**src/rtl/rv_lsu.sv**
```systemverilog
// rv_lsu: load/store unit between the core datapath and a variable-latency
// data memory using a req/gnt/rvalid handshake. It builds byte enables,
// lane-aligns store data, extends load data, and stalls the core until the
// access finishes. Misaligned, illegal-size and timed-out accesses complete
// with an error code.
module rv_lsu #(
  parameter int XLEN    = 64,
  parameter int TIMEOUT = 255
) (
  input  logic              in_Clk,
  input  logic              Rst,
  input  logic              in_req,
  input  logic              in_we,
  input  logic [2:0]        in_funct3,
  input  logic [XLEN-1:0]   in_addr,
  input  logic [XLEN-1:0]   in_wr_data,
  output logic              out_stall,
  output logic              out_done,
  output logic [XLEN-1:0]   out_rd_data,
  output logic [1:0]        out_err,
  output logic              out_mem_req,
  output logic              out_mem_we,
  output logic [XLEN-1:0]   out_mem_addr,
  output logic [XLEN/8-1:0] out_mem_be,
  output logic [XLEN-1:0]   out_mem_wdata,
  input  logic              in_mem_gnt,
  input  logic              in_mem_rvalid,
  input  logic [XLEN-1:0]   in_mem_rdata
);

  localparam int NB = XLEN / 8;
  localparam int OB = $clog2(NB);
  localparam int CW = $clog2(TIMEOUT);
  localparam logic [CW-1:0] CNT_LAST = CW'(TIMEOUT - 1);

  typedef enum logic [2:0] {
    S_IDLE,
    S_REQ,
    S_WAIT,
    S_DONE,
    S_ERR
  } state_e;

  state_e r_state;
  state_e w_state_next;

  logic            r_done;
  logic [1:0]      r_err;
  logic [XLEN-1:0] r_rd_data;
  logic            r_mem_req;
  logic            r_mem_we;
  logic [XLEN-1:0] r_mem_addr;
  logic [NB-1:0]   r_mem_be;
  logic [XLEN-1:0] r_mem_wdata;
  logic [OB-1:0]   r_offset;
  logic [2:0]      r_funct3;
  logic [CW-1:0]   r_cnt;

  logic [OB-1:0]   w_offset;
  logic            w_illegal;
  logic            w_misaligned;
  logic            w_bad;
  logic [NB-1:0]   w_mask;
  logic            w_ack;
  logic            w_timeout;
  logic [XLEN-1:0] w_shift;
  logic            w_sign;
  logic            w_fill;
  int              w_nbits;
  logic [XLEN-1:0] w_load;

  assign out_stall     = in_req & ~r_done;
  assign out_done      = r_done;
  assign out_err       = r_err;
  assign out_rd_data   = r_rd_data;
  assign out_mem_req   = r_mem_req;
  assign out_mem_we    = r_mem_we;
  assign out_mem_addr  = r_mem_addr;
  assign out_mem_be    = r_mem_be;
  assign out_mem_wdata = r_mem_wdata;

  // Decode the incoming request: legality, alignment and the unshifted lane mask.
  always_comb begin
    w_offset  = in_addr[OB-1:0];
    w_illegal = (in_funct3 == 3'b111) || (in_we && in_funct3[2]) ||
                ((XLEN == 32) && (in_funct3 == 3'b011 || in_funct3 == 3'b110));
    case (in_funct3[1:0])
      2'b00:   w_misaligned = 1'b0;
      2'b01:   w_misaligned = in_addr[0];
      2'b10:   w_misaligned = |in_addr[1:0];
      default: w_misaligned = |in_addr[2:0];
    endcase
    w_bad = w_illegal | w_misaligned;
    for (int i = 0; i < NB; i++) begin
      w_mask[i] = (i < (1 << in_funct3[1:0]));
    end
  end

  // Shift the returned word down to lane 0, then sign- or zero-extend it.
  always_comb begin
    w_shift = in_mem_rdata >> {r_offset, 3'b000};
    w_nbits = 8 << r_funct3[1:0];
    case (r_funct3[1:0])
      2'b00:   w_sign = w_shift[7];
      2'b01:   w_sign = w_shift[15];
      2'b10:   w_sign = w_shift[31];
      default: w_sign = w_shift[XLEN-1];
    endcase
    w_fill = w_sign & ~r_funct3[2];
    for (int i = 0; i < XLEN; i++) begin
      w_load[i] = (i < w_nbits) ? w_shift[i] : w_fill;
    end
  end

  // Next-state logic: completion on the handshake, abort on the cycle budget.
  always_comb begin
    // NOTE: every signal gets a default first so no path leaves it unassigned,
    // which would otherwise infer a latch.
    w_state_next = r_state;
    w_ack        = 1'b0;
    w_timeout    = 1'b0;
    if (r_state == S_REQ) begin
      w_ack = in_mem_gnt & in_mem_rvalid;
    end else if (r_state == S_WAIT) begin
      w_ack = in_mem_rvalid;
    end
    if ((r_state == S_REQ || r_state == S_WAIT) && r_cnt == CNT_LAST && !w_ack) begin
      w_timeout = 1'b1;
    end
    case (r_state)
      S_IDLE: begin
        if (in_req) begin
          w_state_next = w_bad ? S_ERR : S_REQ;
        end
      end
      S_REQ: begin
        if (w_ack || w_timeout) begin
          w_state_next = S_DONE;
        end else if (in_mem_gnt) begin
          w_state_next = S_WAIT;
        end
      end
      S_WAIT: begin
        if (w_ack || w_timeout) begin
          w_state_next = S_DONE;
        end
      end
      default: w_state_next = S_IDLE;
    endcase
  end

  // State register.
  always_ff @(posedge in_Clk) begin
    // NOTE: sequential state uses non-blocking assignments so every register
    // samples pre-edge values regardless of statement order.
    if (Rst) begin
      r_state <= S_IDLE;
    end else begin
      r_state <= w_state_next;
    end
  end

  // Registered memory-side request, completion pulse, error code and load result.
  always_ff @(posedge in_Clk) begin
    if (Rst) begin
      r_done      <= 1'b0;
      r_err       <= 2'b00;
      r_rd_data   <= '0;
      r_mem_req   <= 1'b0;
      r_mem_we    <= 1'b0;
      r_mem_addr  <= '0;
      r_mem_be    <= '0;
      r_mem_wdata <= '0;
      r_offset    <= '0;
      r_funct3    <= 3'b000;
      r_cnt       <= '0;
    end else begin
      r_done <= 1'b0;
      case (r_state)
        S_IDLE: begin
          if (in_req) begin
            if (w_bad) begin
              r_done    <= 1'b1;
              r_err     <= w_illegal ? 2'b10 : 2'b01;
              r_rd_data <= '0;
            end else begin
              r_mem_req   <= 1'b1;
              r_mem_we    <= in_we;
              r_mem_addr  <= {in_addr[XLEN-1:OB], {OB{1'b0}}};
              r_mem_be    <= w_mask << w_offset;
              r_mem_wdata <= in_wr_data << {w_offset, 3'b000};
              r_offset    <= w_offset;
              r_funct3    <= in_funct3;
              r_cnt       <= '0;
            end
          end
        end
        S_REQ, S_WAIT: begin
          r_cnt <= r_cnt + CW'(1);
          if (w_ack) begin
            r_done    <= 1'b1;
            r_err     <= 2'b00;
            r_rd_data <= r_mem_we ? '0 : w_load;
            r_mem_req <= 1'b0;
          end else if (w_timeout) begin
            r_done    <= 1'b1;
            r_err     <= 2'b11;
            r_rd_data <= '0;
            r_mem_req <= 1'b0;
          end else if (in_mem_gnt) begin
            r_mem_req <= 1'b0;
          end
        end
        default: ;
      endcase
    end
  end

endmodule

```
**config.mk**
```make
export PLATFORM = sky130hd
export DESIGN_NAME = rv_lsu
export DESIGN_NICKNAME = d
export VERILOG_FILES = /design/src/rtl/rv_lsu.sv
export SDC_FILE = /design/constraint.sdc
export NUM_CORES = 1
export LEC_CHECK = 0
export ABC_AREA = 1
export CAP_MARGIN = 20
export CORE_AREA = 2 2 165 167
export DETAILED_ROUTE_END_ITERATION = 7
export DIE_AREA = 0 0 167 169
export PLACE_DENSITY = 0.79
export REMOVE_ABC_BUFFERS = 1
export SYNTH_ARGS = -nofsm -noshare
export SYNTH_HDL_FRONTEND = slang
export SYNTH_SLANG_ARGS = --single-unit
```
**constraint.sdc**
```tcl
create_clock -name in_Clk -period 2.8 [get_ports in_Clk]
set_input_delay 0.84 -clock in_Clk [delete_from_list [all_inputs] [get_ports in_Clk]]
set_output_delay 0.84 -clock in_Clk [all_outputs]
set_load 0.01 [all_outputs]
```
==> metrics.cfg, run 1 <==
[die]
std_cell_rows = 60
io_pins = 407
die_y_um = 169
dieArea_mm2 = 0.0282
core_mm2 = 0.0265
start_util_pct = 44.3
die-width_um = 167

[routing]
first_pass_iters = 6
drt_iter0_drc = 1667
via_count = 13900
viasPerCell = 5.51
drc = 0
finalWirelength_mm = 44.2
ant_nets = 0
wl_per_cell_um = 17.5

[sta]
slew_viol_final = 0
fmaxAchievable_ghz = 0.389
rsz0062_at_grt = no
finalSetupTns_ps = 0
setup_ws_ps = 230
skew_ps = 5.92
fin_crit_sh_pct = 91.8
hold_viol = 0
worst_slew_pin_slew_ps = 734
max-slew-margin-rel_pct = 51.1
period_needed_ps = 2570
setup_violations = 0

[clocking]
clock_latency_ps = 530
clkSlewWorstSetupHoldPaths_ps = 60
hold_buffers = 0
tritoncts = built
clock-sinks = 219
cts_buffers = 25
htree_levels = 1
clock-root-buffer = clkbuf_16
postCtsSetupBuffers = 0
clk_path_buf_depth = 3

[global_route]
grt_pass1_wl_mm = 68.6
grt-ovfl-total = 0
grt_pass1_vias = 13000
grt_max_degree = 117
grt_use_total_pct = 29.6
antenna_found_initial = 2

[yosys]
synth_area_mm2 = 0.0117
syn_area_per_cell_um2 = 6.45
synth-seq-cells = 219
synth_xor_area_share_pct = 0.224
synth_mux_area_share_pct = 2.13
synth_top_area_share_pct = 37.3
synth_edf_count = 0
synth-main-ff-cell = dfxtp_1
synth-simple-area-share_pct = 32.9
synth.yosys.seq_area_share_pct = 37.3
async_flop_share_pct = 0
yosys_warnings = 0
synth_top_family_by_area = simple AND/OR/NAND/NOR gates
synthAdderAreaFrac_pct = 0.213
synth_compound_area_share_pct = 18.0
yosysTopAreaCell = dfxtp_1
synth_cell_types = 44
netlist_instances = 1821
synth.area.top_cells = dfxtp_1 (37%), nand2_1 (16%), nor2_1 (7.5%)

[min_path]
hold_start = out_err[0]
hp-class = reg -> reg
whs_path_depth = 2
hold_end = out_err[0]

[power]
power_frac_comb_pct = 27.6
net-switching-power_mw = 2.88
power.share.sequential_pct = 37.8
intPower_mw = 6.29
netSwitchingFraction_pct = 31.4
peakVddDrop_mv = 0.450
clockPowerShare_pct = 34.6
p_leak_nw = 7.03
powerDensity_mw_per_mm2 = 543

[placed_design]
place_ws_ps = -89.4
io_buffer_count = 403
globalplace.congestion = 0.918
dp_hpwl_mm = 31.0
dp.cells = 2482

[setup_path]
ff2ff_path_depth = 10
reg2reg_from = r_offset[2]
cpMaxStageDelayCell = clkdlybuf4s50_1
crit_path_max_fanout = 2
regToRegSetupSlack_ps = 540
cp.arrival_ps = 1730
critPathMaxStageDelay_ps = 480
crit_type = in -> out
crit_path_end_kind = primary output
r2r-end = out_rd_data[63]
cp-start-kind = input pin
path_cells = clkdlybuf4s50_1 -> inv_1 -> nor2_1 -> dlygate4sd2_1
cp.required_ps = 1960

[flow_run]
drv_cap = 0

[layout]
fill_cells = 2394
area.sequential_mm2 = 0.00439
multi_input_area_mm2 = 0.00630
layout-drive-gt1-share_pct = 6.08
syn2layout_area_growth_pct = 43.7
stdcell_count = 2529
nets = 2371
post-route-util_pct = 63.7

[run_status]
status = finished clean

[worst max path at each step]
stage,start,endpoint,slack [ps],cells after the start
floorplan,in_addr[0],r_offset[1],-2580,12
global placement,in_req,out_stall,-40,4
detailed placement,in_addr[2],out_mem_wdata[37],-90,7
CTS,in_req,out_stall,230,4
global route,in_req,out_stall,160,4
finish,in_req,out_stall,230,4
[cell usage after synthesis (2+ instances only)]
cell type and number:
a211oi_1 2, buf_1 10, nand3_1 162, nand2_1 506, mux2i_1 25, or2_2 10
clkbuf_1 79, ha_1 2, o211ai_1 10, buf_4 7, nand4_1 12, clkinv_1 3
o21ai_0 114, inv_1 69, nor2_1 234, buf_2 30, nor3_1 7, a21oi_1 150
nand2_2 5, o21ai_1 96, a31oi_1 19, buf_6 21, xnor2_1 2, inv_2 3
o311ai_0 6, dfxtp_1 219
[cell type report]
type | instances | area share, %
well taps | 341 | 2.53
flip-flops and latches | 219 | 26.0
diodes | 1 | 0.0148
clock inverters | 9 | 0.474
inverters | 77 | 1.76
multi-input cells | 1380 | 37.3
repair buffers | 465 | 27.8
clock buffers | 37 | 4.15
[cell families after synthesis]
group                    count (synthesis)
AO/OA/AOI/OAI                          403
XOR/XNOR                                 3
adder cells (fa/ha/maj)                  2
flip-flops                             219
AND/OR/NAND/NOR                        944
other                                    1
multiplexers                            25
buffers and inverters                  224
[cell usage in the layout (no fill, tap or decap), drive strengths merged]
master	Yosys	layout
clkdlybuf4s50	0	399
nand4	12	12
a2bb2oi	1	1
nor2	237	237
or2	10	10
nand3	162	162
o211ai	10	10
xor2	1	1
o31ai	1	1
bufinv	0	1
dlygate4sd2	0	1
a21oi	150	150
diode	0	1
a21boi	1	1
nor3b	1	1
o21ai	211	211
clkinvlp	0	1
xnor2	2	2
nor3	7	7
nor4	1	1
and2	1	1
o211a	1	1
a211oi	3	3
o311ai	6	6
clkbuf	79	37
clkinv	5	9
conb	1	3
dfxtp	219	219
ha	2	2
mux2i	25	25
a31oi	19	19
nand3b	1	1
nand2	512	512
inv	72	75
buf	68	65
[stage by stage]
step	instance area (µm²)	hold slack (ps)	power, mW
after floorplan	11000	452	4.65
after global placement	16100	449	5.99
after detailed placement	16100	455	6.02
after CTS	16900	464	9.20
after global routing	16900	482	9.58
final	16900	463	9.17
[per-layer routing]
layer  track usage [%]  part of all wire [%]
met5                 0                 0.029
met3              7.18                    10
met2              49.9                    47
met1              37.2                    40
met4              9.41                   2.9
[flip-flops by register name, indices dropped and copies added (netlist names), 2 cells and up]
signal,count
r_offset,3
out_mem_addr,61
out_rd_data,64
r_cnt,8
out_err,2
out_mem_wdata,64
out_mem_be,8
r_funct3,3
r_state,3
[critical path: cells and delay by family]
family / cells / cell delay [ps]
buffers and inverters: 3 / 810
AND/OR/NAND/NOR: 1 / 80
[power by group through the flow]
stage | clock network, mW | registers (mW) | logic [mW]
global placement | 0 | 3.52 | 2.47
finish | 3.18 | 3.47 | 2.53
floorplan | 0 | 3.63 | 1.02
detailed placement | 0 | 3.53 | 2.49
global route | 3.34 | 3.49 | 2.74
CTS | 3.23 | 3.47 | 2.51
[timing repair]
item | CTS | global route
endpoints found under the setup margin | 1 | 0
hold endpoints to repair | 0 | 0
resized for setup | 1 | 0
(Power assumes the default switching activity.)
==> inputs of run 2 (changes only) <==
- CTS_CLUSTER_SIZE: unset -> 24
==> metrics.cfg, run 2 (synthesized netlist as in run 1, its figures left out) <==
[power]
peakVddDrop_mv = 0.435  ; -3.5%
p_leak_nw = 7.04  ; +0.20%
powerDensity_mw_per_mm2 = 547  ; +0.71%
intPower_mw = 6.31  ; +0.27%
total_power_mw = 9.25  ; +0.87%
net-switching-power_mw = 2.95  ; +2.2%
clockPowerShare_pct = 35.3  ; +0.7 points
power.share.sequential_pct = 37.5  ; -0.3 points
netSwitchingFraction_pct = 31.9  ; +0.41 points
power_frac_comb_pct = 27.3  ; -0.3 points

[setup_path]
crit_start = in_req
crit_type = in -> out
reg2reg_from = r_offset[2]
cp-start-kind = input pin
crit_path_max_fanout = 2  ; unchanged
crit_path_end_kind = primary output
cp.arrival_ps = 1730  ; about the same
cp.required_ps = 1960  ; about the same

[layout]
nets = 2371  ; unchanged
stdcell_count = 2528  ; -0.040%
syn2layout_area_growth_pct = 44.0
layout_common_cells = nand2_1 (506), clkdlybuf4s50_1 (399), nor2_1 (233), dfxtp_1 (218), nand3_1 (162)
post-route-util_pct = 63.8  ; +0.10 points
area.sequential_mm2 = 0.00439  ; unchanged
final_common_cell = nand2_1
layout-drive-gt1-share_pct = 6.45  ; +0.37 points
fill_cells = 2403  ; +0.38%
multi_input_area_mm2 = 0.00630  ; unchanged
antennaDiodeCount = 0  ; -1

[die]
dieArea_mm2 = 0.0282  ; unchanged
start_util_pct = 44.3  ; unchanged
std_cell_rows = 60  ; unchanged
die-width_um = 167  ; unchanged
die_y_um = 169  ; unchanged
core_mm2 = 0.0265  ; unchanged
io_pins = 407  ; unchanged

[sta]
max-slew-margin-rel_pct = 51.0  ; -0.10 points
slew_viol_final = 0  ; unchanged
worst_slew_pin_slew_ps = 735  ; +1.50 ps
fmaxAchievable_ghz = 0.389  ; about the same
rsz0062_at_grt = no
period_needed_ps = 2570  ; +0.967 ps
fin_crit_sh_pct = 91.8  ; about the same
skew_ps = 10.2  ; +4.30 ps
hold_viol = 0  ; unchanged
setup_violations = 0  ; unchanged
setup_ws_ps = 229  ; -0.967 ps

[global_route]
grt_use_total_pct = 29.5  ; -0.094 points
grt-ovfl-total = 0  ; unchanged
grt_max_degree = 117  ; unchanged
grt_pass1_wl_mm = 68.4  ; -0.31%
antenna_found_initial = 1  ; -1
grt_pass1_vias = 12900  ; -0.24%

[min_path]
hp-class = reg -> reg
hold_start = out_mem_wdata[43]

[clocking]
hold_buffers = 0  ; unchanged
clk_path_buf_depth = 3  ; unchanged
htree_levels = 1  ; unchanged
cts_buffers = 25  ; unchanged
tritoncts = built
clkSlewWorstSetupHoldPaths_ps = 60  ; about the same
clock_latency_ps = 540  ; about the same
clock-root-buffer = clkbuf_16
clock-sinks = 219  ; unchanged

[routing]
drc = 0  ; unchanged
drt_iter0_drc = 1696  ; +1.7%
via_count = 13900  ; -0.49%
finalWirelength_mm = 44.0  ; -0.47%
viasPerCell = 5.48  ; -0.45%
wl_per_cell_um = 17.4  ; -0.43%
ant_nets = 0  ; unchanged
first_pass_iters = 7  ; +1

[run_status]
status = finished clean

[placed_design]
dp_hpwl_mm = 31.0  ; unchanged
io_buffer_count = 403  ; unchanged
dp.cells = 2482  ; unchanged
place_ws_ps = -89.4  ; unchanged
globalplace.congestion = 0.918  ; unchanged

[flow_run]
drv_cap = 0  ; unchanged

-- run 2: final cells by class --
cell class / instances / share of cell area (%)
Inverter: 77 / 1.76
Timing Repair Buffer: 465 / 27.7
Clock inverter: 16 / 0.747
Clock buffer: 30 / 4.05
Sequential cell: 219 / 25.9
Multi-Input combinational cell: 1380 / 37.3
Tap cell: 341 / 2.52
-- run 2: metal layers --
| layer | wire (µm) | global-route usage [%] | vias to the layer above |
|---|---|---|---|
| li1 | - | - | 6682 |
| met1 | 17500 | 36.8 | 6316 |
| met2 | 20800 | 50.0 | 756 |
| met3 | 4370 | 7.60 | 102 |
| met4 | 1260 | 8.73 | 2 |
| met5 | 13 | 0 | - |
-- run 2: power by group through the flow --
stage                     registers (mW)  logic [mW]  clock network, mW
after floorplan                     3.63        1.02                  0
after global placement              3.52        2.47                  0
after detailed placement            3.53        2.49                  0
after CTS                           3.46        2.51               3.31
after global routing                3.49        2.74               3.42
final                               3.47        2.52               3.26
-- run 2: what timing repair did --
action | in CTS | in global routing
endpoints found under the setup margin | 1 | 0
gates resized for setup | 1 | 0
setup buffers | 0 | 0
-- run 2: final timing paths --
path / end / slack, ps / cells after the start
worst max-delay path: out_stall / 230 / 4
worst min-delay path: out_mem_wdata[43] / 460 / 2
worst max register to register: out_rd_data[63] / 570 / 10
worst min register to register: out_mem_wdata[43] / 460 / 2
-- run 2: metrics by stage --
step | hold WS [ps] | setup TNS [ps] | cell area (µm²)
after floorplan | 452 | -364020 | 11000
after global placement | 449 | -36.6 | 16100
after detailed placement | 455 | -358 | 16100
after CTS | 465 | 0 | 16900
after global routing | 482 | 0 | 16900
final | 463 | 0 | 16900
-- run 2: critical path, stage by stage --
cell,delay [ps]
clkdlybuf4s50_1,480
inv_1,60
nor2_1,80
dlygate4sd2_1,270
==> inputs of run 3 (changes only) <==
- ABC_AREA: 1 -> unset
- CORE_AREA: 2 2 165 167 -> 2 2 163 165
- DIE_AREA: 0 0 167 169 -> 0 0 165 167
==> metrics.cfg, run 3 <==
[yosys]
netlist_instances = 1357  ; -25%
async_flop_share_pct = 0  ; unchanged
synth_edf_count = 0  ; unchanged
synth-seq-cells = 219  ; unchanged
synth_area_mm2 = 0.0115  ; -2.4%
synth.area.top_cells = dfxtp_1 (38%), a21oi_1 (7.2%), nand2_1 (7.1%)
synth-main-ff-cell = dfxtp_1
yosysMostFrequentCell = dfxtp_1
syn_area_per_cell_um2 = 8.44  ; +31%
synth.yosys.seq_area_share_pct = 38.3  ; +0.93 points
yosysTopAreaCell = dfxtp_1
synth_cell_types = 63  ; +43%
yosys_warnings = 0  ; unchanged
synth_top_area_share_pct = 38.3  ; +0.93 points
synthTopCellsByCount = dfxtp_1 (219), nand2_1 (218), a21oi_1 (164), nor2_1 (146), mux2i_1 (73)

[sta]
max-slew-margin-rel_pct = 25.9  ; -25 points
setup_ws_ps = 153  ; -76.0 ps
fin_crit_sh_pct = 94.5  ; +2.7 points
slew_viol_final = 0  ; unchanged
finalSetupTns_ps = 0  ; unchanged
fmaxAchievable_ghz = 0.378  ; -2.9%
worst_slew_pin_slew_ps = 1100  ; +368 ps
hold_viol = 0  ; unchanged
period_needed_ps = 2650  ; +76.0 ps
setup_violations = 0  ; unchanged
rsz0062_at_grt = no
skew_ps = 9.10  ; -1.12 ps

[layout]
nets = 1943  ; -18%
area.sequential_mm2 = 0.00439  ; about the same
syn2layout_area_growth_pct = 47.9
post-route-util_pct = 65.8  ; +2.0 points
fill_cells = 2071  ; -14%
layout-drive-gt1-share_pct = 12.0  ; +5.6 points
multi_input_area_mm2 = 0.00654  ; +3.7%
layout_common_cells = clkdlybuf4s50_1 (398), nand2_1 (218), dfxtp_1 (216), a21oi_1 (164), nor2_1 (146)
finalInstanceArea_mm2 = 0.0169  ; +0.21%
final_common_cell = clkdlybuf4s50_1

[clocking]
cts_buffers = 26  ; +4.0%
clock-root-buffer = clkbuf_16
clk_path_buf_depth = 3  ; unchanged
tritoncts = built
hold_buffers = 0  ; unchanged
clock_latency_ps = 520  ; -20 ps
clkSlewWorstSetupHoldPaths_ps = 50  ; about the same
htree_levels = 1  ; unchanged
postCtsSetupBuffers = 0  ; unchanged
clock-sinks = 219  ; unchanged

[setup_path]
cpMaxStageDelayCell = mux4_2
critPathMaxStageDelay_ps = 500  ; +20 ps
crit_type = in -> reg
path_cells = clkdlybuf4s50_1 -> mux4_2 -> mux2i_1 -> o32a_1 -> o21ai_2 -> buf_4 -> a32o_1
crit_path_end_kind = register
regToRegSetupSlack_ps = 460  ; -110 ps
cp_num_buf_inv = 2  ; -1
cp-start-kind = input pin
path_delay_family = multiplexers
cp.required_ps = 3210  ; +1250 ps
crit_path_max_fanout = 9  ; +7
cp.arrival_ps = 3050  ; +1320 ps

[placed_design]
globalplace.congestion = 0.940  ; +2.4%
place_ws_ps = -352  ; -263 ps
io_buffer_count = 403  ; unchanged
dpl_cell_area_mm2 = 0.0161  ; +0.27%
dp_hpwl_mm = 29.9  ; -3.6%

[routing]
viasPerCell = 5.76  ; +5.0%
drt_iter0_drc = 976  ; -42%
finalWirelength_mm = 41.6  ; -5.4%
wl_per_cell_um = 19.9  ; +14%
first_pass_iters = 6  ; -1
via_count = 12000  ; -13%
drc = 0  ; unchanged
ant_nets = 0  ; unchanged

[power]
netSwitchingFraction_pct = 27.2  ; -4.6 points
net-switching-power_mw = 2.29  ; -22%
powerDensity_mw_per_mm2 = 496  ; -9.3%
clockPowerShare_pct = 38.6  ; +3.3 points
total_power_mw = 8.41  ; -9.1%
power_frac_comb_pct = 21.7  ; -5.6 points
intPower_mw = 6.12  ; -3.0%
power.share.sequential_pct = 39.7  ; +2.2 points
p_leak_nw = 6.27  ; -11%
peakVddDrop_mv = 0.484  ; +11%

[die]
die_y_um = 167  ; -1.2%
dieArea_mm2 = 0.0276  ; -2.4%
core_mm2 = 0.0258  ; -2.8%
io_pins = 407  ; unchanged
std_cell_rows = 59  ; -1.7%
start_util_pct = 44.5  ; +0.16 points
die-width_um = 165  ; -1.2%

[flow_run]
drv_cap = 0  ; unchanged

[global_route]
grt_use_total_pct = 29.2  ; -0.23 points
grt_max_degree = 157  ; +34%
grt_pass1_wl_mm = 64.3  ; -6.0%
grt-ovfl-total = 0  ; unchanged
antenna_found_initial = 3  ; +2
grt_pass1_vias = 12200  ; -6.0%

[run_status]
status = finished clean

[min_path]
hp-class = reg -> reg

## run 3: tightest hold or removal path, cell delays in order, from the launching register on
cell and delay [ps]:
dfxtp_1 300, nand2_1 50, a21oi_1 50
## run 3: path summary, 6_finish.rpt
path | startpoint | cells after the start | endpoint
setup / recovery | in_mem_rdata[31] | 7 | out_rd_data[41]
hold reg to reg | out_mem_addr[44] | 2 | out_mem_addr[44]
setup reg to reg | r_offset[2] | 6 | out_rd_data[41]
hold / removal | out_mem_addr[44] | 2 | out_mem_addr[44]
## run 3: cells by family (layout without fill, tap and decap cells)
kind of cell / after synthesis / after routing / synth area share [%]
AND/OR/NAND/NOR: 481 / 481 / 18.1
AO/OA/AOI/OAI: 359 / 359 / 20.5
flip-flops: 219 / 219 / 38.3
multiplexers: 156 / 156 / 17.4
buffers and inverters: 133 / 526 / 4.96
XOR/XNOR: 6 / 6 / 0.459
adder cells (fa/ha/maj): 2 / 2 / 0.218
other: 1 / 5 / 0.0327
## run 3: area by class of cell
cell class | count | share of cell area [%]
tap | 335 | 2.47
multi-input combinational | 1007 | 38.6
timing repair buffer | 478 | 28.1
clock buffer | 32 | 4.16
inverter | 8 | 0.177
clock inverter | 8 | 0.546
antenna | 2 | 0.0295
sequential | 219 | 25.9
## run 3: per-layer routing
layer  share of wire (%)  track usage [%]
met1                  36             32.5
met2                  48             49.9
met3                  10             8.87
met4                 5.2             15.3
met5               0.026                0
## run 3: per-stage QoR
step	hold slack [ps]	instances
final	452	2089
after floorplan	451	1234
after detailed placement	446	2047
after CTS	453	2087
after global routing	466	2089
after global placement	439	2047
## run 3: power by group through the flow
stage,clock network [mW],logic [mW],registers [mW]
CTS,3.31,1.81,3.34
global placement,0,1.77,3.40
floorplan,0,0.712,3.47
finish,3.25,1.82,3.34
global route,3.43,1.96,3.36
detailed placement,0,1.80,3.41
## run 3: what timing repair did
item	in CTS	in global routing
gates resized for setup	1	0
endpoints found under the hold margin	0	0
setup endpoints to repair	1	0
